==> src/rtl/audio_pkg.sv <==
// rtl/audio_pkg.sv - shared constants, mix FSM encoding and clog2 helper for the tone mixer
package audio_pkg;

   localparam logic [1:0] MODE_SQUARE = 2'd0;
   localparam logic [1:0] MODE_SAW    = 2'd1;
   localparam logic [1:0] MODE_TRI    = 2'd2;
   localparam logic [1:0] MODE_MUTE   = 2'd3;

   typedef enum logic [1:0] {
      ST_IDLE = 2'd0,
      ST_STEP = 2'd1,
      ST_MIX  = 2'd2,
      ST_DONE = 2'd3
   } mix_state_e;

   // Constant-foldable ceil(log2(value)); clog2(1) is 0.
   function automatic int clog2(input int value);
      int result;
      result = 0;
      for (int i = 0; i < 31; i++) begin
         if ((1 << i) < value) result = i + 1;
      end
      return result;
   endfunction

endpackage

==> src/rtl/audio_tone_mixer_i2s_tx.sv <==
// rtl/audio_tone_mixer_i2s_tx.sv - I2S serialiser slaved to codec-mastered BCLK/LRCK
module i2s_tx
   import audio_pkg::*;
#(
   parameter int SAMPLE_W = 16
) (
   input  logic                CLK,
   input  logic                RST,
   input  logic                AUD_BCLK,
   input  logic                AUD_DACLRCK,
   input  logic [SAMPLE_W-1:0] left,
   input  logic [SAMPLE_W-1:0] right,
   output logic                AUD_DACDAT,
   output logic                frame_start
);

   localparam int CNT_W = clog2(SAMPLE_W + 1);

   logic [1:0]          bclk_sync_q, bclk_sync_d;
   logic [1:0]          lrck_sync_q, lrck_sync_d;
   logic                bclk_prev_q, bclk_prev_d;
   logic                lrck_prev_q, lrck_prev_d;
   logic [SAMPLE_W-1:0] shift_q, shift_d;
   logic [CNT_W-1:0]    bit_cnt_q, bit_cnt_d;
   logic                dat_q, dat_d;
   logic                fall_tick;
   logic                frame_edge;

   always_comb begin
      bclk_sync_d = {bclk_sync_q[0], AUD_BCLK};
      lrck_sync_d = {lrck_sync_q[0], AUD_DACLRCK};
      bclk_prev_d = bclk_sync_q[1];
      lrck_prev_d = lrck_prev_q;
      shift_d     = shift_q;
      bit_cnt_d   = bit_cnt_q;
      dat_d       = dat_q;
      fall_tick   = bclk_prev_q & ~bclk_sync_q[1];
      frame_edge  = fall_tick & (lrck_sync_q[1] != lrck_prev_q);
      frame_start = frame_edge & ~lrck_sync_q[1];

      // The frame-edge tick drives 0; the MSB follows one BCLK later.
      if (fall_tick) begin
         lrck_prev_d = lrck_sync_q[1];
         if (frame_edge) begin
            shift_d   = lrck_sync_q[1] ? right : left;
            bit_cnt_d = '0;
            dat_d     = 1'b0;
         end else if (bit_cnt_q < CNT_W'(SAMPLE_W)) begin
            dat_d     = shift_q[SAMPLE_W-1];
            shift_d   = {shift_q[SAMPLE_W-2:0], 1'b0};
            bit_cnt_d = bit_cnt_q + CNT_W'(1);
         end else begin
            dat_d = 1'b0;
         end
      end
   end

   always_ff @(posedge CLK) begin
      if (!RST) begin
         bclk_sync_q <= 2'b00;
         lrck_sync_q <= 2'b11;
         bclk_prev_q <= 1'b0;
         lrck_prev_q <= 1'b1;
         shift_q     <= '0;
         bit_cnt_q   <= CNT_W'(SAMPLE_W);
         dat_q       <= 1'b0;
      end else begin
         bclk_sync_q <= bclk_sync_d;
         lrck_sync_q <= lrck_sync_d;
         bclk_prev_q <= bclk_prev_d;
         lrck_prev_q <= lrck_prev_d;
         shift_q     <= shift_d;
         bit_cnt_q   <= bit_cnt_d;
         dat_q       <= dat_d;
      end
   end

   assign AUD_DACDAT = dat_q;

endmodule

==> src/rtl/audio_tone_mixer.sv <==
// rtl/audio_tone_mixer.sv - phase-accumulator voices, per-frame left/right mix FSM, I2S output
module audio_tone_mixer
   import audio_pkg::*;
#(
   parameter int CHANNELS = 4,
   parameter int ACC_W    = 24,
   parameter int SAMPLE_W = 16
) (
   input  logic                      CLK,
   input  logic                      RST,
   input  logic                      AUD_BCLK,
   input  logic                      AUD_DACLRCK,
   output logic                      AUD_DACDAT,
   input  logic [CHANNELS*ACC_W-1:0] ch_inc,
   input  logic [2*CHANNELS-1:0]     ch_mode,
   input  logic [CHANNELS-1:0]       ch_right,
   input  logic [CHANNELS-1:0]       ch_en,
   output logic                      frame_pulse
);

   localparam int LOG_CH = clog2(CHANNELS);
   localparam int SUM_W  = SAMPLE_W + LOG_CH;
   localparam int IDX_W  = (LOG_CH > 0) ? LOG_CH : 1;
   localparam logic [SAMPLE_W-1:0] AMP_POS  = {1'b0, {(SAMPLE_W-1){1'b1}}};
   localparam logic [SAMPLE_W-1:0] AMP_NEG  = {1'b1, {(SAMPLE_W-2){1'b0}}, 1'b1};
   localparam logic [SAMPLE_W-1:0] MOST_NEG = {1'b1, {(SAMPLE_W-1){1'b0}}};

   mix_state_e                 state_q, state_d;
   logic [IDX_W-1:0]           voice_q, voice_d;
   logic [ACC_W-1:0]           phase_q [CHANNELS];
   logic [ACC_W-1:0]           phase_d [CHANNELS];
   logic signed [SUM_W-1:0]    sum_l_q, sum_l_d, sum_r_q, sum_r_d;
   logic [SAMPLE_W-1:0]        next_l_q, next_l_d, next_r_q, next_r_d;
   logic [SAMPLE_W-1:0]        hold_l_q, hold_l_d, hold_r_q, hold_r_d;
   logic                       frame_pulse_q, frame_pulse_d;
   logic                       frame_start;
   logic signed [SAMPLE_W-1:0] voice_sample;
   logic                       voice_en;
   logic                       voice_right;

   function automatic logic [SAMPLE_W-1:0] wave(input logic [SAMPLE_W-1:0] p,
                                               input logic [1:0] mode);
      logic [SAMPLE_W-2:0] fold;
      logic [SAMPLE_W-1:0] tri_val;
      fold    = p[SAMPLE_W-2:0] ^ {(SAMPLE_W-1){p[SAMPLE_W-1]}};
      tri_val = {~fold[SAMPLE_W-2], fold[SAMPLE_W-3:0], 1'b0};
      case (mode)
         MODE_SQUARE: wave = p[SAMPLE_W-1] ? AMP_NEG : AMP_POS;
         MODE_SAW:    wave = {~p[SAMPLE_W-1], p[SAMPLE_W-2:0]};
         MODE_TRI:    wave = (tri_val == MOST_NEG) ? AMP_NEG : tri_val;
         default:     wave = '0;
      endcase
   endfunction

   always_comb begin
      voice_sample = '0;
      voice_en     = 1'b0;
      voice_right  = 1'b0;
      for (int i = 0; i < CHANNELS; i++) begin
         if (voice_q == IDX_W'(i)) begin
            voice_sample = wave(phase_q[i][ACC_W-1 -: SAMPLE_W], ch_mode[2*i +: 2]);
            voice_en     = ch_en[i];
            voice_right  = ch_right[i];
         end
      end
   end

   // Hold takes the finished mix exactly when the left word is loaded, so the
   // serialiser is fed the incoming value rather than the stale register.
   always_comb begin
      state_d       = state_q;
      voice_d       = voice_q;
      phase_d       = phase_q;
      sum_l_d       = sum_l_q;
      sum_r_d       = sum_r_q;
      next_l_d      = next_l_q;
      next_r_d      = next_r_q;
      hold_l_d      = frame_start ? next_l_q : hold_l_q;
      hold_r_d      = frame_start ? next_r_q : hold_r_q;
      frame_pulse_d = frame_start;
      case (state_q)
         ST_STEP: begin
            for (int i = 0; i < CHANNELS; i++) begin
               if (ch_en[i]) phase_d[i] = phase_q[i] + ch_inc[i*ACC_W +: ACC_W];
            end
            sum_l_d = '0;
            sum_r_d = '0;
            voice_d = '0;
            state_d = ST_MIX;
         end
         ST_MIX: begin
            if (voice_en) begin
               if (voice_right) sum_r_d = sum_r_q + SUM_W'(voice_sample);
               else             sum_l_d = sum_l_q + SUM_W'(voice_sample);
            end
            voice_d = voice_q + IDX_W'(1);
            if (voice_q == IDX_W'(CHANNELS - 1)) state_d = ST_DONE;
         end
         ST_DONE: begin
            next_l_d = SAMPLE_W'(sum_l_q >>> LOG_CH);
            next_r_d = SAMPLE_W'(sum_r_q >>> LOG_CH);
            state_d  = ST_IDLE;
         end
         default: ;
      endcase
      if (frame_start) state_d = ST_STEP;
   end

   always_ff @(posedge CLK) begin
      if (!RST) begin
         state_q       <= ST_IDLE;
         voice_q       <= '0;
         for (int i = 0; i < CHANNELS; i++) phase_q[i] <= '0;
         sum_l_q       <= '0;
         sum_r_q       <= '0;
         next_l_q      <= '0;
         next_r_q      <= '0;
         hold_l_q      <= '0;
         hold_r_q      <= '0;
         frame_pulse_q <= 1'b0;
      end else begin
         state_q       <= state_d;
         voice_q       <= voice_d;
         phase_q       <= phase_d;
         sum_l_q       <= sum_l_d;
         sum_r_q       <= sum_r_d;
         next_l_q      <= next_l_d;
         next_r_q      <= next_r_d;
         hold_l_q      <= hold_l_d;
         hold_r_q      <= hold_r_d;
         frame_pulse_q <= frame_pulse_d;
      end
   end

   i2s_tx #(
      .SAMPLE_W(SAMPLE_W)
   ) u_i2s_tx (
      .CLK         (CLK),
      .RST         (RST),
      .AUD_BCLK    (AUD_BCLK),
      .AUD_DACLRCK (AUD_DACLRCK),
      .left        (hold_l_d),
      .right       (hold_r_d),
      .AUD_DACDAT  (AUD_DACDAT),
      .frame_start (frame_start)
   );

   assign frame_pulse = frame_pulse_q;

endmodule

==> config.mk <==
export PLATFORM = sky130hd
export DESIGN_NAME = audio_tone_mixer
export DESIGN_NICKNAME = d
export VERILOG_FILES = /design/src/rtl/audio_pkg.sv /design/src/rtl/audio_tone_mixer_i2s_tx.sv /design/src/rtl/audio_tone_mixer.sv
export SDC_FILE = /design/constraint.sdc
export NUM_CORES = 1
export LEC_CHECK = 0
export ABC_CLOCK_PERIOD_IN_PS = 4900
export CAP_MARGIN = 10
export CELL_PAD_IN_SITES_DETAIL_PLACEMENT = 0
export CELL_PAD_IN_SITES_GLOBAL_PLACEMENT = 1
export CORE_MARGIN = 5
export CORE_UTILIZATION = 41
export DETAILED_ROUTE_END_ITERATION = 12
export PLACE_DENSITY_LB_ADDON = 0.05
export SLEW_MARGIN = 20
export SYNTH_ARGS = -nofsm -noshare
export SYNTH_HDL_FRONTEND = slang
export SYNTH_HIERARCHICAL = 1
export SYNTH_SLANG_ARGS = --single-unit
==> constraint.sdc <==
create_clock -name CLK -period 4.9 [get_ports CLK]
set_clock_uncertainty 0.15 [all_clocks]
set_input_delay 0.98 -clock CLK [delete_from_list [all_inputs] [get_ports CLK]]
set_output_delay 0.98 -clock CLK [all_outputs]
set_load 0.02 [all_outputs]
==> results.py, run 1 <==
metrics = {
    "synthesis": {
        "synthDistinctLibCells": 81,
        "synth.cell_area_um2": 16900,
        "synthesis.area_per_instance_um2": 8.01,
        "ys_async_sr_fraction_pct": 0,
        "synth.ff_latch_count": 229,
        "synth_warnings": 6,
        "ys_dominant_reg_cell": "sky130_fd_sc_hd__dfxtp_1",
        "yosys-top-cells-area": "sky130_fd_sc_hd__dfxtp_1 27%, sky130_fd_sc_hd__ha_1 10%, sky130_fd_sc_hd__nand2_1 5.2%",
        "syn-num-nets": 2371,
        "synth_top_area_share_pct": 27.1,
        "yosysTopAreaCell": "sky130_fd_sc_hd__dfxtp_1",
        "seq_area_frac_synth_pct": 27.1,
        "postSynthCellCount": 2114,
        "synth_enable_flop_cells": 0,
    },
    "die": {
        "die_area_um2": 45500,
        "chipHeight_um": 213,
        "core_area_um2": 40800,
        "rows": 74,
        "initial_core_util_pct": 41.5,
        "io_pins": 118,
        "dieWidth_um": 213,
    },
    "power": {
        "power_frac_clock_pct": 48.6,
        "design_power_total_w": 0.00468,
        "irDropWorstVdd_mv": 0.227,
        "netSwitchingFraction_pct": 24.8,
        "switchingPower_w": 0.00116,
        "comb_power_share_pct": 11.3,
        "share_seq_of_total_power_pct": 40.0,
        "leakage_nw": 8.57,
        "internal_power_contribution_w": 0.00352,
        "pwr_density_cell_nw_per_um2": 227,
    },
    "cells_and_area": {
        "flow.area_growth_from_synthesis_pct": 22.0,
        "layout-drive-gt1-share_pct": 12.7,
        "multi_input_combinational_cell_area_um2": 11800,
        "num-nets-final": 2568,
        "finish.utilization_pct": 50.6,
        "insertedDiodeCount": 0,
        "final_design_area_no_fill_um2": 20700,
        "sequential_cell_area_um2": 4590,
        "fillcell_total": 3996,
        "final-instance-count-excl-fill": 2864,
    },
    "global_routing": {
        "grt_pass1_vias": 15500,
        "grt.total_usage_pct": 21.7,
        "grt_pass1_wl_mm": 81.6,
        "grt-ovfl-total": 0,
        "grt_max_degree": 134,
        "antenna_violations_before_repair": 1,
    },
    "clock_tree": {
        "clk-insertion-delay-late_ps": 570,
        "numClockSinks": 229,
        "cts_buffers": 29,
        "tritoncts": "yes",
        "clkSlewWorstSetupHoldPaths_ps": 60,
        "clock_tree.root_cell": "sky130_fd_sc_hd__clkbuf_16",
        "htreeDepth": 1,
        "max_buffers_root_to_sink": 3,
    },
    "place": {
        "placement.io_buffers": 117,
        "dp_cells": 2806,
        "placed_cell_areas_um2": 19500,
        "dpl.hpwl_mm": 37.8,
        "gp_congestion": 0.861,
    },
    "job": {
        "maxCapViolCount": 0,
    },
    "worst_setup_path": {
        "cp-end-kind": "register",
        "cp.arrival_ps": 4920,
        "crit_path_max_fanout": 8,
        "timing.critical_path.required_ps": 5200,
        "critical_path_class": "register to register",
        "critPathLaunchType": "register",
    },
    "sta": {
        "final.setup.tns_ps": 0,
        "max_clock_freq_mhz": 217,
        "period_share_pct": 94.3,
        "timing.max_slew.rel_slack_pct": 27.7,
        "worst_pin_slew_ps": 1080,
        "hold_violation_total_from_the_final_report": 0,
        "setup-violations-final": 0,
        "timing_max_transition_violations_final": 0,
        "final.min_clock_period_ps": 4620,
        "rsz0062_at_grt": "true",
    },
    "detailed_routing": {
        "drt_iter0_markers": 1061,
        "wire_length_per_cell_um": 17.6,
        "route.detailed.vias_per_inst": 5.63,
        "total_number_of_vias": 16100,
        "first_pass_iters": 5,
        "ant_nets": 0,
        "routed_wl_mm": 50.4,
        "post-route-drc-count": 0,
    },
    "hold_path": {
        "min_path_type": "register to register",
    },
    "status": {
        "outcome": "completed",
    },
}
state kept, by name, summed over array words and instances, names as in the netlist:
| name | count |
|---|---|
| u_i2s_tx/AUD_DACDAT | 1 |
| u_i2s_tx/lrck_prev_q | 1 |
| u_i2s_tx/bclk_prev_q | 1 |
| next_r_q | 16 |
| state_q | 2 |
| voice_q | 2 |
| next_l_q | 16 |
| sum_r_q | 18 |
| hold_l_q | 16 |
| frame_pulse | 1 |
| sum_l_q | 18 |
| hold_r_q | 16 |
| u_i2s_tx/lrck_sync_q | 2 |
| phase_q | 96 |
| u_i2s_tx/bit_cnt_q | 5 |
| u_i2s_tx/shift_q | 16 |
| u_i2s_tx/bclk_sync_q | 2 |
worst paths after layout:
kind                           start                       to  slack, ps  cells past startpoint
min reg2reg  u_i2s_tx/lrck_sync_q[0]  u_i2s_tx/lrck_sync_q[1]        270                      1
max reg2reg              phase_q[88]              sum_r_q[17]        280                     18
max                      phase_q[88]              sum_r_q[17]        280                     18
min          u_i2s_tx/lrck_sync_q[0]  u_i2s_tx/lrck_sync_q[1]        270                      1
critical path, stage by stage, from the launching register on:
cell and delay (ps):
sky130_fd_sc_hd__dfxtp_1 320, sky130_fd_sc_hd__or4_1 540, sky130_fd_sc_hd__mux2i_1 150, sky130_fd_sc_hd__nand4_1 250, sky130_fd_sc_hd__buf_6 230, sky130_fd_sc_hd__buf_4 130
sky130_fd_sc_hd__a21boi_0 160, sky130_fd_sc_hd__o22ai_1 110, sky130_fd_sc_hd__a22o_1 220, sky130_fd_sc_hd__a222oi_1 420, sky130_fd_sc_hd__o221ai_1 180, sky130_fd_sc_hd__buf_4 190
sky130_fd_sc_hd__ha_1 190, sky130_fd_sc_hd__or3_1 350, sky130_fd_sc_hd__o31ai_2 250, sky130_fd_sc_hd__nor3_1 110, sky130_fd_sc_hd__nor4_2 350, sky130_fd_sc_hd__or3_1 150
sky130_fd_sc_hd__nand3_1 50
metal layers:
metal	vias to the layer above	routed length, µm	global-route usage [%]	share of wire, %
met5	-	0	0	0
met4	0	1160	4.80	2.3
met3	71	2060	2.97	4.1
met2	311	22800	35.6	45
met1	7569	24400	30.5	48
li1	8169	-	-	-
power groups by stage:
stage	clock network, W	registers (W)	logic, W
finish	0.00228	0.00187	0.000530
global placement	0	0.00192	0.000515
detailed placement	0	0.00192	0.000518
floorplan	0	0.00191	0.000290
CTS	0.00234	0.00187	0.000522
global route	0.00243	0.00187	0.000581
repair_timing:
| action | 4_1_cts | 5_1_grt |
|---|---|---|
| setup endpoints to repair | 0 | 11 |
| setup buffers | 0 | 6 |
| gates resized for setup | 0 | 29 |
| hold buffers | 0 | 0 |
cells in the mapped netlist, types with 44 or more instances:
library cell               number
sky130_fd_sc_hd__o21ai_0       97
sky130_fd_sc_hd__mux2i_1       47
sky130_fd_sc_hd__nand2_1      236
sky130_fd_sc_hd__clkbuf_1      75
sky130_fd_sc_hd__mux2_2        47
sky130_fd_sc_hd__inv_1         55
sky130_fd_sc_hd__a21o_1        47
sky130_fd_sc_hd__ha_1         135
sky130_fd_sc_hd__xnor2_1       65
sky130_fd_sc_hd__nor2b_1       60
sky130_fd_sc_hd__a22oi_1       44
sky130_fd_sc_hd__nor2_1       140
sky130_fd_sc_hd__and2_1        59
sky130_fd_sc_hd__dfxtp_1      229
sky130_fd_sc_hd__a21oi_1      167
sky130_fd_sc_hd__nand3_1       49
placed cells by master (no fill, tap or decap), types with 29 or more instances in the layout:
| cell | instances |
|---|---|
| sky130_fd_sc_hd__a21boi_0 | 34 |
| sky130_fd_sc_hd__a21o_1 | 47 |
| sky130_fd_sc_hd__a21oi_1 | 165 |
| sky130_fd_sc_hd__a221oi_1 | 29 |
| sky130_fd_sc_hd__a22oi_1 | 44 |
| sky130_fd_sc_hd__and2_1 | 59 |
| sky130_fd_sc_hd__buf_4 | 156 |
| sky130_fd_sc_hd__clkbuf_16 | 29 |
| sky130_fd_sc_hd__clkdlybuf4s50_1 | 116 |
| sky130_fd_sc_hd__dfxtp_1 | 226 |
| sky130_fd_sc_hd__ha_1 | 134 |
| sky130_fd_sc_hd__inv_1 | 54 |
| sky130_fd_sc_hd__mux2_2 | 47 |
| sky130_fd_sc_hd__mux2i_1 | 47 |
| sky130_fd_sc_hd__nand2_1 | 234 |
| sky130_fd_sc_hd__nand2b_1 | 38 |
| sky130_fd_sc_hd__nand3_1 | 49 |
| sky130_fd_sc_hd__nor2_1 | 139 |
| sky130_fd_sc_hd__nor2b_1 | 60 |
| sky130_fd_sc_hd__o21ai_0 | 96 |
| sky130_fd_sc_hd__o22ai_1 | 32 |
| sky130_fd_sc_hd__xnor2_1 | 65 |
| sky130_fd_sc_hd__xor2_1 | 35 |
metrics by stage:
| step | hold WS, ps | setup WS [ps] |
|---|---|---|
| 6_report | 267 | 281 |
| 5_1_grt | 292 | -54.2 |
| 4_1_cts | 272 | 53.6 |
| 3_5_place_dp | 258 | -380 |
| 3_3_place_gp | 241 | -305 |
| 2_1_floorplan | 236 | 258 |
area by class of cell:
cell class	instances	share of cell area, %
Tap cell	532	3.22
Multi-Input combinational cell	1719	57.1
Clock inverter	14	1.04
Clock buffer	38	3.82
Sequential cell	229	22.2
Inverter	56	1.02
Timing Repair Buffer	276	11.5
kinds of logic after synthesis:
logic type	after synthesis	synth area share, %
simple gates	739	21.8
buf+inv	166	4.06
flops	229	27.1
mux	94	5.90
xor+xnor	100	5.17
compound gates	645	25.3
fa+ha+maj	141	10.7
Note: power is estimated with default switching activity, not from simulation.
==> run 2, diff against run 1 <==
GPL_ROUTABILITY_DRIVEN = 0   (was unset)
RECOVER_POWER = 100   (was unset)
==> results.py, run 2 (same netlist as run 1, synthesis figures left out) <==
metrics = {
    "power": {
        "power_frac_clock_pct": 47.0,
        "internal_power_contribution_w": 0.00339,
        "pwr_density_cell_nw_per_um2": 220,
        "comb_power_share_pct": 11.6,
        "switchingPower_w": 0.00113,
        "irDropWorstVdd_mv": 0.234,
        "netSwitchingFraction_pct": 25.0,
        "share_seq_of_total_power_pct": 41.4,
        "leakage_nw": 8.51,
    },
    "status": {
        "outcome": "finished with violations",
        "violations": "max-capacitance violations, max-slew violations",
    },
    "detailed_routing": {
        "ant_nets": 0,
        "total_number_of_vias": 16200,
        "drt_iter0_markers": 982,
        "wire_length_per_cell_um": 17.7,
        "post-route-drc-count": 0,
        "route.detailed.vias_per_inst": 5.67,
        "routed_wl_mm": 50.5,
        "first_pass_iters": 8,
    },
    "worst_setup_path": {
        "cp.arrival_ps": 4900,
        "cp_cell_instances": "or4_1, mux2i_1, nand4_1, buf_4, buf_6, a21boi_0, o22ai_1, a311oi_1, a31oi_1, nor2_1, a21oi_1, ha_1, a21o_1, a21o_1, nand2_2, a21oi_1, and3_1, o21ai_1, buf_4, a21boi_1, o2111ai_1, o311ai_2",
        "critPathLaunchType": "register",
        "cp-end-kind": "register",
        "slowest_delay_ps": 520,
        "critical_path_class": "register to register",
        "timing.critical_path.required_ps": 5170,
        "cp_slowest_cell": "sky130_fd_sc_hd__or4_1",
        "crit_path_max_fanout": 8,
    },
    "cells_and_area": {
        "num-nets-final": 2563,
        "layout-drive-gt1-share_pct": 11.5,
        "fillcell_total": 4027,
        "finish.utilization_pct": 50.3,
        "layout_top_registers": "phase_q x96, sum_l_q x18, sum_r_q x18",
        "flow.area_growth_from_synthesis_pct": 21.3,
        "largest_register": "phase_q",
        "layout.cells.most_common_list": "235 x sky130_fd_sc_hd__nand2_1, 228 x sky130_fd_sc_hd__dfxtp_1, 167 x sky130_fd_sc_hd__a21oi_1",
        "layout_commonest_cell": "sky130_fd_sc_hd__nand2_1",
        "largest_reg_flops": 96,
    },
    "sta": {
        "setup-violations-final": 0,
        "worst_pin_slew_ps": 1930,
        "final.min_clock_period_ps": 4630,
        "worst_slack_ps": 266,
        "hold_violation_total_from_the_final_report": 0,
        "max_clock_freq_mhz": 216,
        "timing.max_slew.rel_slack_pct": -28.5,
        "period_share_pct": 94.6,
        "timing_max_transition_violations_final": 36,
    },
    "die": {
        "chipHeight_um": 213,
        "rows": 74,
        "core_area_um2": 40800,
        "io_pins": 118,
        "die_area_um2": 45500,
        "initial_core_util_pct": 41.5,
        "dieWidth_um": 213,
    },
    "clock_tree": {
        "max_buffers_root_to_sink": 3,
        "clock_tree.root_cell": "sky130_fd_sc_hd__clkbuf_16",
        "cts_buffers": 28,
        "clkSlewWorstSetupHoldPaths_ps": 60,
        "numClockSinks": 229,
        "tritoncts": "yes",
        "htreeDepth": 1,
        "clk-insertion-delay-late_ps": 560,
    },
    "place": {
        "placement.io_buffers": 117,
        "pre_cts_ws_ps": -423,
        "dpl.hpwl_mm": 37.9,
    },
    "global_routing": {
        "antenna_violations_before_repair": 2,
        "grt_pass1_vias": 15500,
        "grt_pass1_wl_mm": 81.3,
        "grt-ovfl-total": 0,
        "grt_max_degree": 141,
        "grt.total_usage_pct": 21.6,
    },
    "job": {
        "maxCapViolCount": 1,
    },
    "hold_path": {
        "min_path_type": "register to register",
    },
}
==> run 2: changes by cell type in the layout (fill, tap and decap cells not counted), moves of 4 or more <==
cell / before / now
sky130_fd_sc_hd__mux2_2: 47 / 30
sky130_fd_sc_hd__mux2_1: 0 / 17
sky130_fd_sc_hd__dlygate4sd3_1: 0 / 9
sky130_fd_sc_hd__buf_4: 156 / 145
sky130_fd_sc_hd__and2_0: 0 / 8
sky130_fd_sc_hd__and2_1: 59 / 51
sky130_fd_sc_hd__clkdlybuf4s50_1: 116 / 106
sky130_fd_sc_hd__clkinv_2: 4 / 8
==> run 2: what timing repair did <==
item                       4_1_cts  5_1_grt
gates resized for setup          0       31
hold buffers                     0        0
setup endpoints to repair        0       11
setup buffers                    0        2
==> run 2: worst paths after layout <==
kind | startpoint | end | slack, ps | cells past startpoint
hold reg to reg | u_i2s_tx/lrck_sync_q[0] | u_i2s_tx/lrck_sync_q[1] | 280 | 1
setup / recovery | phase_q[95] | sum_l_q[14] | 270 | 22
hold / removal | u_i2s_tx/lrck_sync_q[0] | u_i2s_tx/lrck_sync_q[1] | 280 | 1
setup reg to reg | phase_q[95] | sum_l_q[14] | 270 | 22
==> run 2: layer usage <==
layer,vias to the layer above,GRT usage [%],share of wire (%),wire length [µm]
met5,-,0,0,0
met4,0,5.15,2.2,1100
met3,77,3.01,4.8,2410
met2,375,35.2,45,22900
met1,7583,30.5,48,24100
li1,8167,-,-,-
==> run 2: final cells by class <==
type | count | area (µm²) | share of cell area (%)
Sequential cell | 229 | 4590 | 22.3
Clock inverter | 12 | 116 | 0.567
Tap cell | 532 | 666 | 3.24
Inverter | 56 | 211 | 1.03
Antenna cell | 2 | 5.00 | 0.0244
Clock buffer | 38 | 820 | 3.99
Multi-Input combinational cell | 1719 | 11800 | 57.4
Timing Repair Buffer | 272 | 2350 | 11.4
==> run 2: worst max-delay path: cells and delay by family (launching register included) <==
kind            cells  cell delay (ps)
compound gates     12             1850
simple gates        5             1160
buf+inv             3              440
fa+ha+maj           1              380
flops               1              360
mux                 1              150
==> run 2: power by group through the flow <==
stage / logic, W / registers (W) / clock network, W
floorplan: 0.000290 / 0.00191 / 0
global placement: 0.000512 / 0.00192 / 0
detailed placement: 0.000516 / 0.00192 / 0
CTS: 0.000519 / 0.00187 / 0.00220
global route: 0.000574 / 0.00187 / 0.00228
finish: 0.000524 / 0.00187 / 0.00212
==> run 2: metrics by stage <==
step | power (W) | cells | setup TNS, ps | area (µm²) | hold slack, ps
after detailed placement | 0.00243 | 2805 | -2000 | 19500 | 266
final | 0.00452 | 2860 | 0 | 20500 | 280
after floorplan | 0.00220 | 2114 | 0 | 16900 | 236
after global placement | 0.00243 | 2805 | -1260 | 19500 | 243
after global routing | 0.00473 | 2860 | -77.4 | 20500 | 290
after CTS | 0.00459 | 2855 | 0 | 20400 | 284
==> run 3, diff against run 2 <==
CORE_UTILIZATION = 39   (was 41)
==> results.py, run 3 (same netlist as run 1, synthesis figures left out) <==
metrics = {
    "clock_tree": {
        "htreeDepth": 1,
        "clk-insertion-delay-late_ps": 580,
        "cts_buffers": 29,
        "tritoncts": "yes",
        "clkSlewWorstSetupHoldPaths_ps": 60,
        "ctsHoldBuffers": 0,
        "numClockSinks": 229,
        "max_buffers_root_to_sink": 3,
        "clock_tree.root_cell": "sky130_fd_sc_hd__clkbuf_16",
    },
    "sta": {
        "period_share_pct": 95.0,
        "max_clock_freq_mhz": 215,
        "hold_violation_total_from_the_final_report": 0,
        "rsz0062_at_grt": "true",
        "fin_hold_ws_ps": 256,
        "final.min_clock_period_ps": 4650,
        "worst_slack_ps": 246,
        "worst_pin_slew_ps": 1990,
        "setup-violations-final": 0,
        "final.setup.tns_ps": 0,
        "timing.max_slew.rel_slack_pct": -32.6,
        "timing_max_transition_violations_final": 71,
    },
    "power": {
        "pwr_density_cell_nw_per_um2": 225,
        "leakage_nw": 8.61,
        "irDropWorstVdd_mv": 0.233,
    },
    "die": {
        "rows": 76,
        "core_area_um2": 43000,
        "initial_core_util_pct": 39.4,
        "chipHeight_um": 218,
        "dieWidth_um": 218,
        "die_area_um2": 47700,
        "io_pins": 118,
    },
    "worst_setup_path": {
        "crit_path_max_fanout": 10,
        "cp.arrival_ps": 5000,
        "cp-end-kind": "register",
        "critPathLaunchType": "input pin",
        "critical_path_class": "input pin to register",
        "slowest_delay_ps": 650,
        "timing.critical_path.required_ps": 5250,
        "cp_cell_instances": "clkdlybuf4s50_1, nand2_1, and2_1, o21ai_0, a21oi_1, o31ai_1, o21ai_0, buf_4, ha_1, fa_1, a21o_1, a31oi_1, o21ai_0, nand3b_1, a21oi_1, a31oi_2, o21ai_0, xnor2_1, o21ai_0",
        "critical-path-top-delay-family": "compound AO/OA/AOI/OAI gates",
        "crit_top_cell": "sky130_fd_sc_hd__o21ai_0",
        "cp_slowest_cell": "sky130_fd_sc_hd__clkdlybuf4s50_1",
        "worst-path-buf-inv": 2,
        "r2r_setup_slack_ps": 260,
    },
    "detailed_routing": {
        "route.detailed.vias_per_inst": 5.54,
        "routed_wl_mm": 50.9,
        "first_pass_iters": 5,
        "post-route-drc-count": 0,
        "ant_nets": 0,
        "total_number_of_vias": 16200,
        "drt_iter0_markers": 934,
        "wire_length_per_cell_um": 17.3,
    },
    "cells_and_area": {
        "sequential_cell_area_um2": 4590,
        "final-instance-count-excl-fill": 2935,
        "flow.area_growth_from_synthesis_pct": 22.7,
        "largest_reg_flops": 96,
        "largest_register": "phase_q",
        "multi_input_combinational_cell_area_um2": 11700,
        "finish.utilization_pct": 48.3,
        "layout_top_registers": "phase_q x96, sum_l_q x18, sum_r_q x18",
        "num-nets-final": 2586,
        "fillcell_total": 4329,
        "layout_commonest_cell": "sky130_fd_sc_hd__nand2_1",
        "layout.cells.most_common_list": "236 x sky130_fd_sc_hd__nand2_1, 228 x sky130_fd_sc_hd__dfxtp_1, 166 x sky130_fd_sc_hd__a21oi_1",
        "layout-drive-gt1-share_pct": 12.2,
    },
    "global_routing": {
        "grt_max_degree": 131,
        "grt_pass1_vias": 15700,
        "grt.total_usage_pct": 20.8,
        "antenna_violations_before_repair": 1,
        "grt_pass1_wl_mm": 82.7,
        "grt-ovfl-total": 0,
    },
    "place": {
        "dp_cells": 2880,
        "dpl.hpwl_mm": 38.6,
        "pre_cts_ws_ps": -462,
        "placement.io_buffers": 117,
    },
    "status": {
        "outcome": "finished with violations",
        "violations": "max-capacitance violations, max-slew violations",
    },
    "job": {
        "maxCapViolCount": 2,
    },
    "hold_path": {
        "min_path_type": "register to register",
    },
}
-- run 3: final timing paths --
kind / from / to / depth (start not counted)
worst min register to register: u_i2s_tx/lrck_sync_q[0] / u_i2s_tx/lrck_sync_q[1] / 1
worst min-delay path: u_i2s_tx/lrck_sync_q[0] / u_i2s_tx/lrck_sync_q[1] / 1
worst max register to register: phase_q[95] / sum_l_q[17] / 19
worst max-delay path: ch_mode[1] / sum_r_q[16] / 19
-- run 3: per-stage QoR --
stage	cell area [µm²]	power [W]
2_1_floorplan	16900	0.00220
3_3_place_gp	19700	0.00243
3_5_place_dp	19700	0.00244
4_1_cts	20700	0.00474
5_1_grt	20800	0.00486
6_report	20800	0.00467
-- run 3: power by group --
| part | total, W | leakage [nW] | internal, W | switching (W) |
|---|---|---|---|---|
| registers | 0.00187 | 1.85 | 0.00187 | 0.00000654 |
| logic | 0.000526 | 6.27 | 0.000256 | 0.000269 |
| clock network | 0.00227 | 0.491 | 0.00139 | 0.000882 |
-- run 3: worst register-to-register path, cell delays in order, from the launching register on --
cell	delay [ps]
sky130_fd_sc_hd__dfxtp_2	340
sky130_fd_sc_hd__or4_1	520
sky130_fd_sc_hd__mux2i_1	160
sky130_fd_sc_hd__nand4_1	220
sky130_fd_sc_hd__buf_6	210
sky130_fd_sc_hd__buf_4	140
sky130_fd_sc_hd__a21boi_2	120
sky130_fd_sc_hd__o22ai_1	80
sky130_fd_sc_hd__a22o_1	200
sky130_fd_sc_hd__a222oi_1	350
sky130_fd_sc_hd__o221ai_1	240
sky130_fd_sc_hd__ha_1	350
sky130_fd_sc_hd__a21o_1	160
sky130_fd_sc_hd__a21o_1	210
sky130_fd_sc_hd__a31oi_2	230
sky130_fd_sc_hd__o311ai_2	160
sky130_fd_sc_hd__a221oi_2	280
sky130_fd_sc_hd__xnor2_1	110
sky130_fd_sc_hd__nand3b_1	160
sky130_fd_sc_hd__a31oi_1	170
-- run 3: metal layers --
metal / vias to the layer above / track usage [%] / wire [µm]
met4: 0 / 4.56 / 1010
li1: 8225 / - / -
met3: 64 / 2.80 / 2290
met1: 7662 / 29.4 / 24300
met2: 298 / 34.1 / 23300
met5: - / 0 / 0
-- run 3: cell type report --
class	instances	share of cell area, %
Antenna cell	1	0.0120
Clock buffer	38	3.95
Clock inverter	13	0.922
Inverter	56	1.02
Multi-Input combinational cell	1719	56.5
Sequential cell	229	22.1
Tap cell	585	3.52
Timing Repair Buffer	294	12.0
-- run 3: timing repair --
item | CTS | global route
setup buffers | 0 | 3
resized for setup | 0 | 21
setup endpoints to repair | 0 | 8
==> RTL edit: new RTL, flow settings as in run 1 <==
The parameter `CHANNELS` goes from 4 to 2.
--- a/src/rtl/audio_tone_mixer.sv
+++ b/src/rtl/audio_tone_mixer.sv
@@ -2,7 +2,7 @@
 module audio_tone_mixer
    import audio_pkg::*;
 #(
-   parameter int CHANNELS = 4,
+   parameter int CHANNELS = 2,
    parameter int ACC_W    = 24,
    parameter int SAMPLE_W = 16
 ) (
Interface: changed (resized ch_en, ch_inc, ch_mode and ch_right); port bits go from 118 to 62. No check against the original RTL was run, so the function may have changed too.
==> RTL edit against run 1 <==
Sequential share of layout area rose by 4.5 points; setup slack better by 51 ps; utilization decreased by 2.5 points; non-clock buffer count down 158; clock power down 38%; sequential cell count is 51 lower; synthesized area decreased by 32%; total power decreased by 30%; synthesized cell count down 34%; routed wire length down 38%; final area fell by 35%; global-route usage down 1.7 points; hold slack got worse by 3.3 ps; critical endpoint is now sum_l_q[16]; highest routed layer unchanged.
==> RTL edit: results (changes against run 1) <==
| Metric | Value |
|---|---|
| Vias in the first global route | `9,816 (-36%)` |
| Gpl congestion | `0.861 (about the same)` |
| Seq power | `1470 µW (-21%)` |
| R2r worst-path depth | `17 (-1)` |
| Synth area leaders | `dfxtp_1, ha_1, nand2_1` |
| CP arrival | `4730 ps (-190 ps)` |
| Placed Area | `12,700 µm² (-35%)` |
| Net Count, Synth | `1,547 (-35%)` |
| H-Tree Level Count | `4 (+3)` |
| Crit path to | `sum_l_q[16]` |
| Synth cell count leaders | `dfxtp_1, nand2_1, nor2_1` |
| Cell family with most CP delay | `compound AO/OA/AOI/OAI gates` |
| Status | `completed` |
| Antenna violations before repair | `0 (-1)` |
| Regs by FF count | `phase_q: 48 flops, sum_l_q: 17 flops, sum_r_q: 17 flops` |
| Met3 routed WL | `1260 µm (-39%)` |
| Metal2 WL | `14,300 µm (-37%)` |
| Met1 wire length | `15,500 µm (-36%)` |
| Met1 usage | `0.281 (-0.0238)` |
| Worst-path clk slew | `80 ps (+20 ps)` |
| Setup WS pre-CTS | `29.0 ps (+409 ps)` |
| First-pass GRT wire length | `51,100 µm (-37%)` |
| Layout Cells excl Fill | `1,861 (-35%)` |
| Flop2flop setup slack | `330 ps (+50 ps)` |
| Total CTS buffers | `17 (-41%)` |
| Comb pwr share | `0.115 (+0.002)` |
| Total track usage | `0.200 (-0.0167)` |
| Sequential area share after synthesis | `0.311 (+0.0407)` |
| Sw Pwr | `937 µW (-19%)` |
| Rows | `61 (-18%)` |
| Distinct cell type count after synthesis | `70 (-14%)` |
| DPL Wire Length | `23,800 µm (-37%)` |
| Final #Nets | `1,620 (-37%)` |
| First-iteration detailed-routing DRC count | `630 (-41%)` |
| CP Max Fanout | `10 (+2)` |
| Static Leak | `0.00553 µW (-35%)` |
-- RTL edit: cell count changes after synthesis, moves of 28 or more --
cell	run 1	this run
a21oi_1	167	102
nor2b_1	60	16
ha_1	135	86
a21boi_0	34	4
clkbuf_1	75	47
nand2_1	236	158
xnor2_1	65	29
o21ai_0	97	39
dfxtp_1	229	178
o21ai_1	3	60
-- RTL edit: cells by family after synthesis --
logic type               after synthesis  synth area share
AO/OA/AOI/OAI                        416             0.229
XOR/XNOR                              59            0.0452
adder cells (fa/ha/maj)               90             0.101
buffers and inverters                 97            0.0341
flip-flops                           178             0.311
multiplexers                          89            0.0836
AND/OR/NAND/NOR                      468             0.195
-- RTL edit: cell type report --
class | instances | area (µm²)
fill | 2753 | 14400
multi-input combinational | 1122 | 7510
sequential | 178 | 3560
timing repair buffer | 118 | 1030
tap | 378 | 473
clock buffer | 18 | 439
clock inverter | 14 | 183
inverter | 33 | 124
-- RTL edit: per-stage QoR --
stage | power (µW) | util
2_1_floorplan | 1740 | -
3_3_place_gp | 1880 | 0.458
3_5_place_dp | 1880 | 0.458
4_1_cts | 3310 | 0.480
5_1_grt | 3420 | 0.481
6_report | 3270 | 0.481
-- RTL edit: repair_timing --
item | in CTS | in global routing
endpoints found under the setup margin | 0 | 2
setup buffers | 0 | 1
gates resized for setup | 0 | 3
-- RTL edit: worst register-to-register path, cell delays in order (launching register included) --
cell and delay (ps):
dfxtp_1 410, or4_1 550, o21ai_1 140, nand4_1 250, buf_4 250, a21boi_0 190
o22ai_1 110, a222oi_1 320, nand2_1 130, ha_1 230, or3_1 410, a21oi_1 200
o21ai_1 150, a2111oi_4 340, or3_1 230, nor3_1 80, o31ai_1 210, o22ai_1 90
